--- config.mk ---
export PLATFORM = sky130hd
export DESIGN_NAME = ac_alu
export DESIGN_NICKNAME = d
export VERILOG_FILES = /design/src/rtl/ac_alu_pkg.sv /design/src/rtl/ac_alu_core.sv /design/src/rtl/ac_alu.sv
export SDC_FILE = /design/constraint.sdc
export NUM_CORES = 1
export LEC_CHECK = 0
export ABC_CLOCK_PERIOD_IN_PS = 3100
export CAP_MARGIN = 20
export CELL_PAD_IN_SITES_DETAIL_PLACEMENT = 1
export CELL_PAD_IN_SITES_GLOBAL_PLACEMENT = 2
export CORE_UTILIZATION = 38
export CTS_BUF_LIST = sky130_fd_sc_hd__clkbuf_4 sky130_fd_sc_hd__clkbuf_8
export CTS_CLUSTER_SIZE = 16
export DETAILED_ROUTE_END_ITERATION = 10
export DONT_BUFFER_PORTS = 1
export HOLD_SLACK_MARGIN = 0.1
export PLACE_DENSITY = 0.84
export SLEW_MARGIN = 20
export SYNTH_ARGS = -nofsm -noshare
export SYNTH_HDL_FRONTEND = slang
export SYNTH_SLANG_ARGS = --single-unit
--- constraint.sdc ---
create_clock -name CLK -period 3.1 [get_ports CLK]
set_input_delay 0.62 -clock CLK [delete_from_list [all_inputs] [get_ports CLK]]
set_output_delay 0.62 -clock CLK [all_outputs]
set_load 0.005 [all_outputs]
--- src/rtl/ac_alu_pkg.sv ---
// Shared encodings for the accumulator stage and the control-unit decoder.
package ac_alu_pkg;

   localparam int unsigned AC_WIDTH = 16;

   typedef enum logic [3:0] {
      AC_NOP = 4'd0,
      AC_AND = 4'd1,
      AC_ADD = 4'd2,
      AC_LDA = 4'd3,
      AC_CLA = 4'd4,
      AC_CMA = 4'd5,
      AC_CIR = 4'd6,
      AC_CIL = 4'd7,
      AC_INC = 4'd8,
      AC_INP = 4'd9
   } ac_op_e;

   typedef enum logic [1:0] {
      E_NOP = 2'd0,
      E_CLE = 2'd1,
      E_CME = 2'd2
   } e_op_e;

endpackage

--- src/rtl/ac_alu_core.sv ---
// Combinational next-state logic for AC and E.
module ac_alu_core
   import ac_alu_pkg::*;
#(
   parameter int unsigned WIDTH = AC_WIDTH
) (
   input  logic [WIDTH-1:0] AC,
   input  logic             E,
   input  logic [WIDTH-1:0] DR,
   input  logic [7:0]       INPR,
   input  logic [3:0]       acOP,
   input  logic [1:0]       eOP,
   output logic [WIDTH-1:0] next_AC,
   output logic             next_E
);

   logic [WIDTH:0] sum;
   logic           e_written;

   assign sum = {1'b0, AC} + {1'b0, DR};

   // Select AC result; ADD/CIR/CIL also own E, otherwise eOP decides E.
   always_comb begin
      next_AC   = AC;
      next_E    = E;
      e_written = 1'b0;
      case (acOP)
         AC_AND: next_AC = AC & DR;
         AC_ADD: begin
            {next_E, next_AC} = sum;
            e_written         = 1'b1;
         end
         AC_LDA: next_AC = DR;
         AC_CLA: next_AC = '0;
         AC_CMA: next_AC = ~AC;
         AC_CIR: begin
            next_AC   = {E, AC[WIDTH-1:1]};
            next_E    = AC[0];
            e_written = 1'b1;
         end
         AC_CIL: begin
            next_AC   = {AC[WIDTH-2:0], E};
            next_E    = AC[WIDTH-1];
            e_written = 1'b1;
         end
         AC_INC: next_AC = AC + {{(WIDTH-1){1'b0}}, 1'b1};
         AC_INP: next_AC = {AC[WIDTH-1:8], INPR};
         default: next_AC = AC;
      endcase
      if (!e_written) begin
         case (eOP)
            E_CLE:   next_E = 1'b0;
            E_CME:   next_E = ~E;
            default: next_E = E;
         endcase
      end
   end

endmodule

--- src/rtl/ac_alu.sv ---
// Accumulator/E register stage with AC status flags.
module ac_alu
   import ac_alu_pkg::*;
#(
   parameter int unsigned WIDTH = AC_WIDTH
) (
   input  logic             CLK,
   input  logic             RST_N,
   input  logic [WIDTH-1:0] DR,
   input  logic [7:0]       INPR,
   input  logic [3:0]       acOP,
   input  logic [1:0]       eOP,
   output logic [WIDTH-1:0] AC,
   output logic             E,
   output logic             acZero,
   output logic             acNeg
);

   logic [WIDTH-1:0] next_AC;
   logic             next_E;

   ac_alu_core #(.WIDTH(WIDTH)) u_core (
      .AC      (AC),
      .E       (E),
      .DR      (DR),
      .INPR    (INPR),
      .acOP    (acOP),
      .eOP     (eOP),
      .next_AC (next_AC),
      .next_E  (next_E)
   );

   // AC and E registers, cleared asynchronously.
   always_ff @(posedge CLK or negedge RST_N) begin
      if (!RST_N) begin
         AC <= '0;
         E  <= 1'b0;
      end else begin
         AC <= next_AC;
         E  <= next_E;
      end
   end

   // Status flags straight from the registered AC.
   always_comb begin
      acZero = (AC == '0);
      acNeg  = AC[WIDTH-1];
   end

endmodule

### Yosys cells after proc, flatten, opt, wreduce, memory -nomap -nowiden

Cells that the tools add are included.

| cells by class | value |
|---|---|
| bitwise gates (word level) | 4 |
| mux-type cells | 5 |
| reduce and logical (&&, ||, !) cells | 7 |
| add/sub/neg operators | 2 |
| divide/modulo/power cells | 0 |
| shift operators | 0 |
| multipliers | 0 |
| eq/ne operators | 12 |
| order comparisons | 0 |

Operators by type and width:

| cell | count |
|---|---|
| $pmux 16 s9 | 1 |
| $add 16x16->17 | 1 |
| $add 16x1->16 const B | 1 |
| $and 16x16->16 | 1 |
| $eq 4x3->1 const B | 4 |
| $logic_not 16->1 | 1 |
| $not 16->16 | 1 |
| $reduce_bool 9->1 | 1 |
| $eq 4x2->1 const B | 2 |
| $eq 4x4->1 const B | 2 |
| $reduce_bool 8->1 | 1 |
| $eq 4x1->1 const B | 1 |
| $ne 4x4->1 const B | 1 |
| $reduce_and 2->1 | 2 |
| $pmux 1 s3 | 1 |
| $reduce_bool 3->1 | 1 |
| $reduce_or 3->1 | 1 |
| $eq 2x1->1 const B | 1 |
| $eq 2x2->1 const B | 1 |
| $mux 1 | 2 |
| $not 1->1 | 2 |
| $pmux 1 s2 | 1 |

| storage, ports and cells | value |
|---|---|
| bits in read-only memories | 0 |
| bits in writable memories | 0 |
| register bits | 17 |
| output and inout port bits | 19 |
| bits in latches | 0 |
| logic and storage cells | 33 |
| input port bits | 32 |
| memories kept | 0 |

### Depth between registers and ports, before layout

Gate-level depths: netlist of the first run.

| logic depth | value |
|---|---|
| word-level depth | 5 |
| depth in mapped cells | 9 |
| depth with buffers taken out | 9 |

### Cells and area by module

From an unflattened synthesis of the first run, not the netlist that was laid out.

| second synthesis, totals | value |
|---|---|
| cells, all modules | 322 |
| area total of the unflattened synthesis | 2,527.4 um2 |

Modules (own cells, without submodules):

| module | instances | seq. area each (um2) | cells an instance | area each (um2) |
|---|---|---|---|---|
| ac_alu_core | 1 | 0.0 | 299 | 2,060.7 |
| ac_alu | 1 | 425.4 | 23 | 466.7 |

### Least setup slack after synthesis of the first run

No wires, ideal clock.

| timing | value |
|---|---|
| path kind | input -> register |
| from | input port DR[0] |
| to | register AC[14] |
| library setup time | 0.124 ns |
| cell stages on the path | 9 |
| setup slack | 0.691 ns |
| data required time | 2.976 ns |
| buffers on the path | 0 |
| data arrival time | 2.285 ns |
| cell sequence | ha_1 -> inv_1 -> fa_1 -> nor2b_1 -> o31a_1 -> o2111ai_2 -> a31oi_4 -> nor2_1 -> a211o_1 |

| between the ends | value |
|---|---|
| cells in the longest elaborated chain, start to end | 2 |

Ends and longest elaborated chain:

| element | line | RTL |
|---|---|---|
| start: declaration | ac_alu.sv:9 | `input logic [WIDTH-1:0] DR,` |
| $add 16x16->17 | ac_alu_core.sv:20 | `assign sum = {1'b0, AC} + {1'b0, DR};` |
| $pmux 16 s9 | ac_alu_core.sv:27 | `case (acOP)` |
| end signal: assignment | ac_alu.sv:39 | `AC <= next_AC;` |
| end: declaration | ac_alu.sv:13 | `output logic [WIDTH-1:0] AC,` |

No other way between the ends.
A chain may end at the register's enable or synchronous reset.

### Worst setup path in the final report of the first run

| timing | value |
|---|---|
| from | register AC[0] |
| to | register AC[14] |

| between the ends | value |
|---|---|
| cells in the longest elaborated chain, start to end | 2 |
| elaborated cells between the ends (all ways) | 3 |
| classes of those cells | add/sub (2); mux (1) |

Ends and longest elaborated chain:

| element | line |
|---|---|
| $add 16x1->16 / $add 16x16->17 (equally long branches) | ac_alu_core.sv:46, ac_alu_core.sv:20 |
| $pmux 16 s9 * | ac_alu_core.sv:27 |

Every way passes the cells marked *; elsewhere a longest branch is shown, timed or not.

==> metrics.csv, run 1 <==
metric,value,unit
share of post-route cells with drive strength above 1,0.0950,
Psw,686,uW
sequential share of power,0.279,
CTS max path bufs,2,
vias,3156,
fmax,403,MHz
WP data required,3.27,ns
M2 GR Usage,0.451,
Synth top area share,0.141,
Die Ht,91.1,microns
# IOs,51,
RSZ-0062 raised after global routing,false,
DP Area,0.00302,sq mm
"Setup Fix Bufs, Post-CTS",0,
# hold bufs at CTS,1,
internal power,701,uW
Final Non-Filler Cells,481,
Leakage,1.18,nW
PortBufs,0,
Layout Nets,432,
Most used DFF post-synth,dfrtp_1,
Setup TNS,0,ns
Die W,91.1,microns
drc violations,0,
CORE AREA,0.00769,sq mm
WL/cell,23.0,microns
crit path launch,AC[0],
number of max-cap violations,0,
status,"complete, no violations",
Root Driver,clkbuf_8,
dpl hpwl,7960,microns
Tmin final,2.48,ns
grt met1 use,0.371,
fillers,984,
"commonest non-fill, non-tap cell in the layout",nand2_1,
placed cells,476,
vias in the first global route,3186,
combinational power share,0.567,
Synth async-reset ratio,1.00,
initial antenna violation count,0,
initial core utilization,0.392,
final worst-path cycle share,0.800,
Switching Fraction,0.494,
top post-synthesis cells by area,"dfrtp_1 (14%), ha_1 (7.9%), a21oi_1 (6.0%)",
Ant. Diodes,0,
clk_lat worst skew,0.28,ns
FF-to-FF Start,AC[0],
Power Density,451,mW/mm^2
CTS tree,done,
Die ar.,0.00830,sq mm
yosys warns,0,
"EDFF count, synth",0,
global-route layer with the greatest usage,met2,
"Clk pin slew, worst setup/hold paths",0.09,ns
CP max FO,5,
kind of critical path,register to register,
Num CTS Buffers,3,
Detailed Routing Iterations Pass 1,4,
clock sink count,17,
vias per cell,6.56,
Synth area leader,dfrtp_1,
largest net degree at the start of global routing,41,
Util after Layout,0.400,
Final Hold Fails,0,
synthesized flop and latch total,17,
row count,32,
Placer Congestion,0.832,
Synth cell types,74,
mapped cell area,0.00302,sq mm
Post-DRT Antenna Nets,0,
Syn Nets,447,
Final setup viols,0,
CP arrival,2.65,ns
post_cts resized,0,
most frequent cells in the layout,"nand2_1 (38), a21oi_1 (36), nor2_1 (34)",
worst hold-check path type,input pin to async pin,
Area Growth Syn to Fin,1.91,%
first-pass GRT wire length,17500,microns
grt met3 use,0.0327,
overall power,1.39,mW
Worst slew margin,0.547,
H-Tree Depth,1,
Clock Power Share,0.155,
Peak VDD IR,220,uV
CP Launch Type,register,
Worst Tran Pin Value,0.663,ns
cell area after layout,0.00307,sq mm
GRT Util Overall,0.267,
Overflow after GRT,0,
Post-Syn Area per Cell,7.63,sq um
DRT iter0 DRCs,184,
Slew Limit Fails,0,
Final Routed Wirelength,11100,microns
"Seq/Total Area, Yosys",0.141,
Cells after Synth,395,
clk_skew,0.00588,ns
Critical Path End Type,register,
## layout make-up
cell class	count	area (sq um)	share of cell area
clock buffer	4	48.8	0.0159
inverter	11	41.3	0.0134
sequential	17	425	0.138
tap	102	128	0.0415
multi-input combinational	337	2360	0.767
timing repair buffer	10	72.6	0.0236
## final timing paths
kind	endpoint	slack [ns]	cells after the start
hold reg to reg	AC[0]	0.75	3
min in group CLK	AC[5]	0.59	3
setup reg to reg	AC[14]	0.62	9
setup / recovery	AC[14]	0.62	9
hold / removal	AC[4]	0.30	1
max in group asynchronous	AC[12]	2.45	1
## registers in the layout, summed over array words and instances (netlist names)
name  cells
E         1
AC       16
## worst max-delay path, stage by stage, from the launching register on
cell and delay (ns):
dfrtp_1 0.36, ha_1 0.21, inv_1 0.08, fa_1 0.41, nor2b_1 0.19, o31a_1 0.26, o2111ai_2 0.22, a31oi_4 0.30
nor2_1 0.09, a211o_1 0.26
## metal layers
layer  up-vias  part of all wire
li1       1471                 -
met1      1593              0.47
met2        87              0.48
met3         5             0.048
met4         0            0.0038
met5         -                 0
## synthesized netlist by cell type, types with 3 or more instances
cell type,n
a211o_1,3
a211oi_1,4
a21oi_1,36
a221oi_1,10
a22oi_1,6
a31oi_1,5
and3_1,4
buf_2,15
buf_4,6
buf_6,5
clkbuf_1,4
dfrtp_1,17
ha_1,19
inv_1,10
mux2i_1,10
nand2_1,38
nand2b_1,8
nand3_1,9
nand4_1,3
nor2_1,34
nor2b_1,5
nor3_1,9
nor3_4,3
nor3b_1,3
o211ai_1,6
o21a_1,6
o21ai_0,23
o21ai_1,10
o221ai_1,7
o22ai_1,5
o32ai_1,3
or3_1,5
xnor2_1,10
xor2_1,6
## through the flow
stage	setup WS [ns]	hold WS [ns]
global route	0.507	0.335
CTS	0.654	0.580
finish	0.621	0.297
detailed placement	0.405	0.325
global placement	0.427	0.325
floorplan	0.691	0.324
## logic make-up (layout without fill, tap and decap cells)
kind of cell | Yosys count | in the layout | synth area share
fa+ha+maj | 20 | 20 | 0.0855
mux | 12 | 12 | 0.0407
compound gates | 148 | 148 | 0.344
flops | 17 | 17 | 0.141
simple gates | 140 | 140 | 0.260
xor+xnor | 17 | 17 | 0.0519
buf+inv | 41 | 25 | 0.0772
## power groups by stage
stage / sequential (mW) / clock (mW) / combinational, mW
4_1_cts: 0.386 / 0.221 / 0.778
6_report: 0.386 / 0.215 / 0.786
2_1_floorplan: 0.334 / 0 / 0.662
3_3_place_gp: 0.388 / 0 / 0.747
5_1_grt: 0.399 / 0.222 / 0.863
3_5_place_dp: 0.391 / 0 / 0.766
No activity file was read; power rests on OpenSTA's default activity.
==> inputs of run 2 (changes only) <==
--- a/config.mk
+++ b/config.mk
@@ -5,7 +5,7 @@
 export SDC_FILE = /design/constraint.sdc
 export NUM_CORES = 1
 export LEC_CHECK = 0
-export ABC_CLOCK_PERIOD_IN_PS = 3100
+export ABC_CLOCK_PERIOD_IN_PS = 2300
 export CAP_MARGIN = 20
 export CELL_PAD_IN_SITES_DETAIL_PLACEMENT = 1
 export CELL_PAD_IN_SITES_GLOBAL_PLACEMENT = 2
==> constraint.sdc (replaced) <==
create_clock -name CLK -period 2.3 [get_ports CLK]
set_input_delay 0.46 -clock CLK [delete_from_list [all_inputs] [get_ports CLK]]
set_output_delay 0.46 -clock CLK [all_outputs]
set_load 0.005 [all_outputs]
==> metrics.csv, run 2 (same netlist as run 1, synthesis figures left out) <==
metric,value,unit,change
fmax,438,MHz,+8.7%
DP Area,0.00318,sq mm,+5.3%
Clock Power Share,0.137,,-0.018
CP Launch Type,register,,
combinational power share,0.650,,+0.083
Power Density,613,mW/mm^2,+36%
internal power,1.05,mW,+50%
WP data required,2.44,ns,-0.83 ns
Final Routed Wirelength,11500,microns,+4.1%
Die Ht,91.1,microns,unchanged
clock sink count,17,,unchanged
Die W,91.1,microns,unchanged
clk_lat worst skew,0.28,ns,about the same
CTS tree,done,,
Final setup viols,0,,unchanged
"commonest non-fill, non-tap cell in the layout",nand2_1,,
row count,32,,unchanged
"Clk pin slew, worst setup/hold paths",0.10,ns,about the same
vias per cell,6.45,,-1.6%
Psw,975,uW,+42%
vias in the first global route,3276,,+2.8%
Layout Nets,457,,+5.8%
DRT iter0 DRCs,210,,+14%
Detailed Routing Iterations Pass 1,4,,unchanged
placed cells,497,,+4.4%
Die ar.,0.00830,sq mm,unchanged
Ant. Diodes,0,,unchanged
Critical Path End Type,register,,
Post-DRT Antenna Nets,0,,unchanged
Overflow after GRT,0,,unchanged
vias,3266,,+3.5%
Final Non-Filler Cells,506,,+5.2%
Final Hold Fails,0,,unchanged
Placer Congestion,0.883,,+6.1%
Worst slew margin,0.448,,-0.0985
initial core utilization,0.392,,unchanged
Peak VDD IR,256,uV,+16%
H-Tree Depth,1,,unchanged
Largest register FFs,16,,unchanged
WL/cell,22.8,microns,-1.0%
status,"complete, no violations",,
cell area after layout,0.00330,sq mm,+7.4%
Root Driver,clkbuf_8,,
# IOs,51,,unchanged
most frequent cells in the layout,"nand2_1 (38), a21oi_1 (36), nor2_1 (33), buf_4 (33), o21ai_0 (22)",,
Slowest cell on crit path,dfrtp_2,,
CP arrival,2.42,ns,-0.23 ns
dpl hpwl,8530,microns,+7.1%
Final Hold Slack,0.136,ns,-0.160 ns
Worst Tran Pin Value,0.825,ns,+0.162 ns
drc violations,0,,unchanged
initial antenna violation count,0,,unchanged
Reg2Reg Setup Slack,0.02,ns,-0.60 ns
register area,427,sq um,+0.29%
sequential share of power,0.213,,-0.066
Top reg by flops,AC,,
final worst-path cycle share,0.992,,+0.192
Leakage,1.30,nW,+10%
Slew Limit Fails,0,,unchanged
Multi-input gate area,0.00239,sq mm,+1.6%
Area Growth Syn to Fin,9.46,%,
number of max-cap violations,0,,unchanged
kind of critical path,register to register,,
share of post-route cells with drive strength above 1,0.168,,+0.0733
Switching Fraction,0.482,,-0.0126
cells along the critical path,"ha_4, inv_2, fa_2, nor2b_2, o31a_1, o2111ai_4, a31oi_4, buf_6, a2111oi_4, a211oi_2",,
largest net degree at the start of global routing,41,,unchanged
top flop regs,"AC: 16 flops, E: 1 flops",,
RSZ-0062 raised after global routing,true,,
Util after Layout,0.429,,+0.0296
first-pass GRT wire length,18200,microns,+3.9%
Tmin final,2.28,ns,-0.198 ns
clk_skew,0.00555,ns,-0.000331 ns
GRT Util Overall,0.278,,+0.0111
CP peak stage delay,0.44,ns,+0.03 ns
CP max FO,3,,-2
Num CTS Buffers,3,,unchanged
PortBufs,0,,unchanged
CORE AREA,0.00769,sq mm,unchanged
fillers,963,,-2.1%
worst hold-check path type,input pin to async pin,,
CTS max path bufs,2,,unchanged
## run 2: cell count changes in the layout (fill, tap and decap cells not counted), sizes merged
cell / before / now
buf: 10 / 35
clkbuf: 4 / 3
clkinv: 0 / 1
## run 2: cell type report
class | instances | share of cell area
inverters | 11 | 0.0125
flip-flops and latches | 17 | 0.129
well taps | 102 | 0.0387
clock buffers | 3 | 0.0125
multi-input cells | 337 | 0.726
clock inverters | 1 | 0.00152
repair buffers | 35 | 0.0800
## run 2: worst paths after layout
check                           depth (start not counted)     end     from
worst min-delay path                                    1   AC[4]    RST_N
worst max-delay path                                   10       E    AC[0]
worst max register to register                         10       E    AC[0]
worst min register to register                          2   AC[1]    AC[1]
max in group asynchronous                               1   AC[0]    RST_N
min in group CLK                                        3  AC[12]  acOP[3]
## run 2: per-layer routing
metal  share of wire  GRT usage  vias to the layer above
li1                -          -                     1520
met1            0.45      0.385                     1651
met2            0.49      0.475                       89
met3           0.051     0.0335                        6
met4          0.0056     0.0344                        0
met5               0          0                        -
## run 2: worst max-delay path, delay by kind of cell, from the launching register on
| kind | cells | cell delay, ns |
|---|---|---|
| AOI/OAI and AO/OA | 5 | 1.05 |
| and+or+nand+nor | 1 | 0.05 |
| DFF | 1 | 0.44 |
| buffers and inverters | 2 | 0.21 |
| adders and majority gates | 2 | 0.38 |
## run 2: through the flow
step	setup WS [ns]	setup TNS, ns	total power [mW]
floorplan	0.0515	0	1.34
global placement	-0.124	-0.258	1.63
detailed placement	-0.167	-0.458	1.67
CTS	-0.0217	-0.0217	1.99
global route	-0.0531	-0.0531	2.16
finish	0.0190	0	2.02
## run 2: power groups by stage
stage                     sequential [mW]  clock, mW  combinational [mW]
after floorplan                     0.450          0               0.892
after global placement              0.432          0                1.20
after detailed placement            0.436          0                1.24
after CTS                           0.432      0.280                1.28
after global routing                0.440      0.294                1.43
final                               0.431      0.278                1.31
## run 2: what timing repair did
| item | in CTS | in global routing |
|---|---|---|
| setup buffers | 3 | 1 |
| endpoints found under the hold margin | 17 | 0 |
| setup endpoints to repair | 4 | 8 |
| pin swaps | 3 | 4 |
| hold buffers | 1 | 0 |
| gates resized for setup | 6 | 5 |
==> inputs of run 3 (changes only) <==
--- a/config.mk
+++ b/config.mk
@@ -16,6 +16,7 @@
 export DONT_BUFFER_PORTS = 1
 export HOLD_SLACK_MARGIN = 0.1
 export PLACE_DENSITY = 0.84
+export RECOVER_POWER = 50
 export SLEW_MARGIN = 20
 export SYNTH_ARGS = -nofsm -noshare
 export SYNTH_HDL_FRONTEND = slang
==> metrics.csv, run 3 (same netlist as run 1, synthesis figures left out) <==
metric,value,unit,change
"Clk pin slew, worst setup/hold paths",0.10,ns,about the same
PortBufs,0,,unchanged
overall power,2.01,mW,-0.64%
Ant. Diodes,0,,unchanged
clock sink count,17,,unchanged
Die Ht,91.1,microns,unchanged
RSZ-0062 raised after global routing,true,,
Critical Path End Type,register,,
CP Launch Type,register,,
top flop regs,"AC: 16 flops, E: 1 flops",,
row count,32,,unchanged
Leakage,1.27,nW,-2.0%
vias in the first global route,3276,,unchanged
initial antenna violation count,0,,unchanged
largest net degree at the start of global routing,41,,unchanged
initial core utilization,0.392,,unchanged
H-Tree Depth,1,,unchanged
Root Driver,clkbuf_8,,
DRT iter0 DRCs,214,,+1.9%
CORE AREA,0.00769,sq mm,unchanged
Top reg by flops,AC,,
first-pass GRT wire length,18200,microns,unchanged
Die W,91.1,microns,unchanged
Final setup viols,0,,unchanged
Power Density,613,mW/mm^2,about the same
vias,3267,,+0.031%
CP max FO,3,,unchanged
status,"complete, no violations",,
Peak VDD IR,260,uV,+1.6%
DP Area,0.00318,sq mm,unchanged
Largest register FFs,16,,unchanged
clk_lat worst skew,0.28,ns,about the same
vias per cell,6.46,,about the same
"commonest non-fill, non-tap cell in the layout",nand2_1,,
number of max-cap violations,0,,unchanged
Setup TNS,0,ns,unchanged
Die ar.,0.00830,sq mm,unchanged
GRT Util Overall,0.278,,unchanged
Slew Limit Fails,0,,unchanged
share of post-route cells with drive strength above 1,0.151,,-0.0173
Worst Tran Pin Value,1.23,ns,+0.409 ns
WP data required,2.44,ns,about the same
most frequent cells in the layout,"nand2_1 (38), a21oi_1 (36), nor2_1 (33)",,
Num CTS Buffers,3,,unchanged
Overflow after GRT,0,,unchanged
Final Hold Fails,0,,unchanged
Detailed Routing Iterations Pass 1,4,,unchanged
CTS tree,done,,
cell area after layout,0.00328,sq mm,-0.72%
dpl hpwl,8530,microns,unchanged
Worst slew margin,0.177,,-0.271
clk_skew,0.00644,ns,+0.000893 ns
Area Growth Syn to Fin,8.67,%,
Final Routed Wirelength,11600,microns,+0.37%
WL/cell,22.9,microns,+0.37%
Layout Nets,457,,unchanged
CP arrival,2.43,ns,about the same
Placer Congestion,0.883,,unchanged
Post-DRT Antenna Nets,0,,unchanged
final worst-path cycle share,0.993,,about the same
CTS max path bufs,2,,unchanged
kind of critical path,register to register,,
Tmin final,2.28,ns,+0.00188 ns
fmax,438,MHz,about the same
# IOs,51,,unchanged
drc violations,0,,unchanged
worst hold-check path type,input pin to async pin,,
==> run 3: cell types whose count changed in the layout (fill, tap and decap cells not counted) <==
cell and change:
clkbuf_1 +7, buf_4 -6, buf_2 -1
==> run 3: critical path, stage by stage (launching register included) <==
cell,delay (ns)
dfrtp_2,0.44
ha_4,0.17
inv_2,0.06
fa_2,0.21
nor2b_2,0.05
o31a_1,0.31
o2111ai_4,0.26
a31oi_4,0.14
buf_6,0.15
a2111oi_4,0.30
a211oi_2,0.05
==> run 3: routing by layer <==
metal	global-route usage	wire, microns	part of all wire	up-vias
li1	-	-	-	1520
met1	0.385	5390	0.47	1664
met2	0.475	5620	0.49	77
met3	0.0335	502	0.043	6
met4	0.0344	60	0.0052	0
met5	0	0	0	-
==> run 3: final timing paths <==
path / slack (ns) / start / cells after the start / to
setup / recovery: 0.02 / AC[0] / 10 / E
hold / removal: 0.41 / RST_N / 1 / AC[4]
setup reg to reg: 0.02 / AC[0] / 10 / E
hold reg to reg: 0.75 / AC[1] / 2 / AC[1]
max in group asynchronous: 1.08 / RST_N / 1 / AC[0]
min in group CLK: 0.46 / acOP[3] / 3 / AC[12]
==> run 3: through the flow <==
stage | instances | util | setup WS (ns) | hold WS, ns
2_1_floorplan | 395 | - | 0.0515 | 0.164
3_3_place_gp | 497 | 0.413 | -0.124 | 0.165
3_5_place_dp | 497 | 0.413 | -0.167 | 0.165
4_1_cts | 505 | 0.426 | -0.0217 | 0.452
5_1_grt | 506 | 0.426 | -0.0531 | 0.463
6_report | 506 | 0.426 | 0.0171 | 0.407
==> run 3: repair_timing <==
action | in CTS | in global routing
endpoints found under the setup margin | 4 | 8
pin swaps | 3 | 4
buffers inserted | 3 | 1
hold buffers | 1 | 0
hold endpoints to repair | 17 | 0
resized for setup | 6 | 5
==> run 3: area by class of cell <==
class	count	area, sq um
Fill cell	968	4410
Timing Repair Buffer	35	240
Sequential cell	17	427
Clock buffer	3	41.3
Inverter	11	41.3
Clock inverter	1	5.00
Tap cell	102	128
Multi-Input combinational cell	337	2390
==> run 3: report_power, final <==
group	internal (mW)	switching, mW	leakage (nW)
registers	0.361	0.0699	0.208
clock network	0.122	0.161	0.0255
logic	0.546	0.750	1.04
total	1.03	0.981	1.27
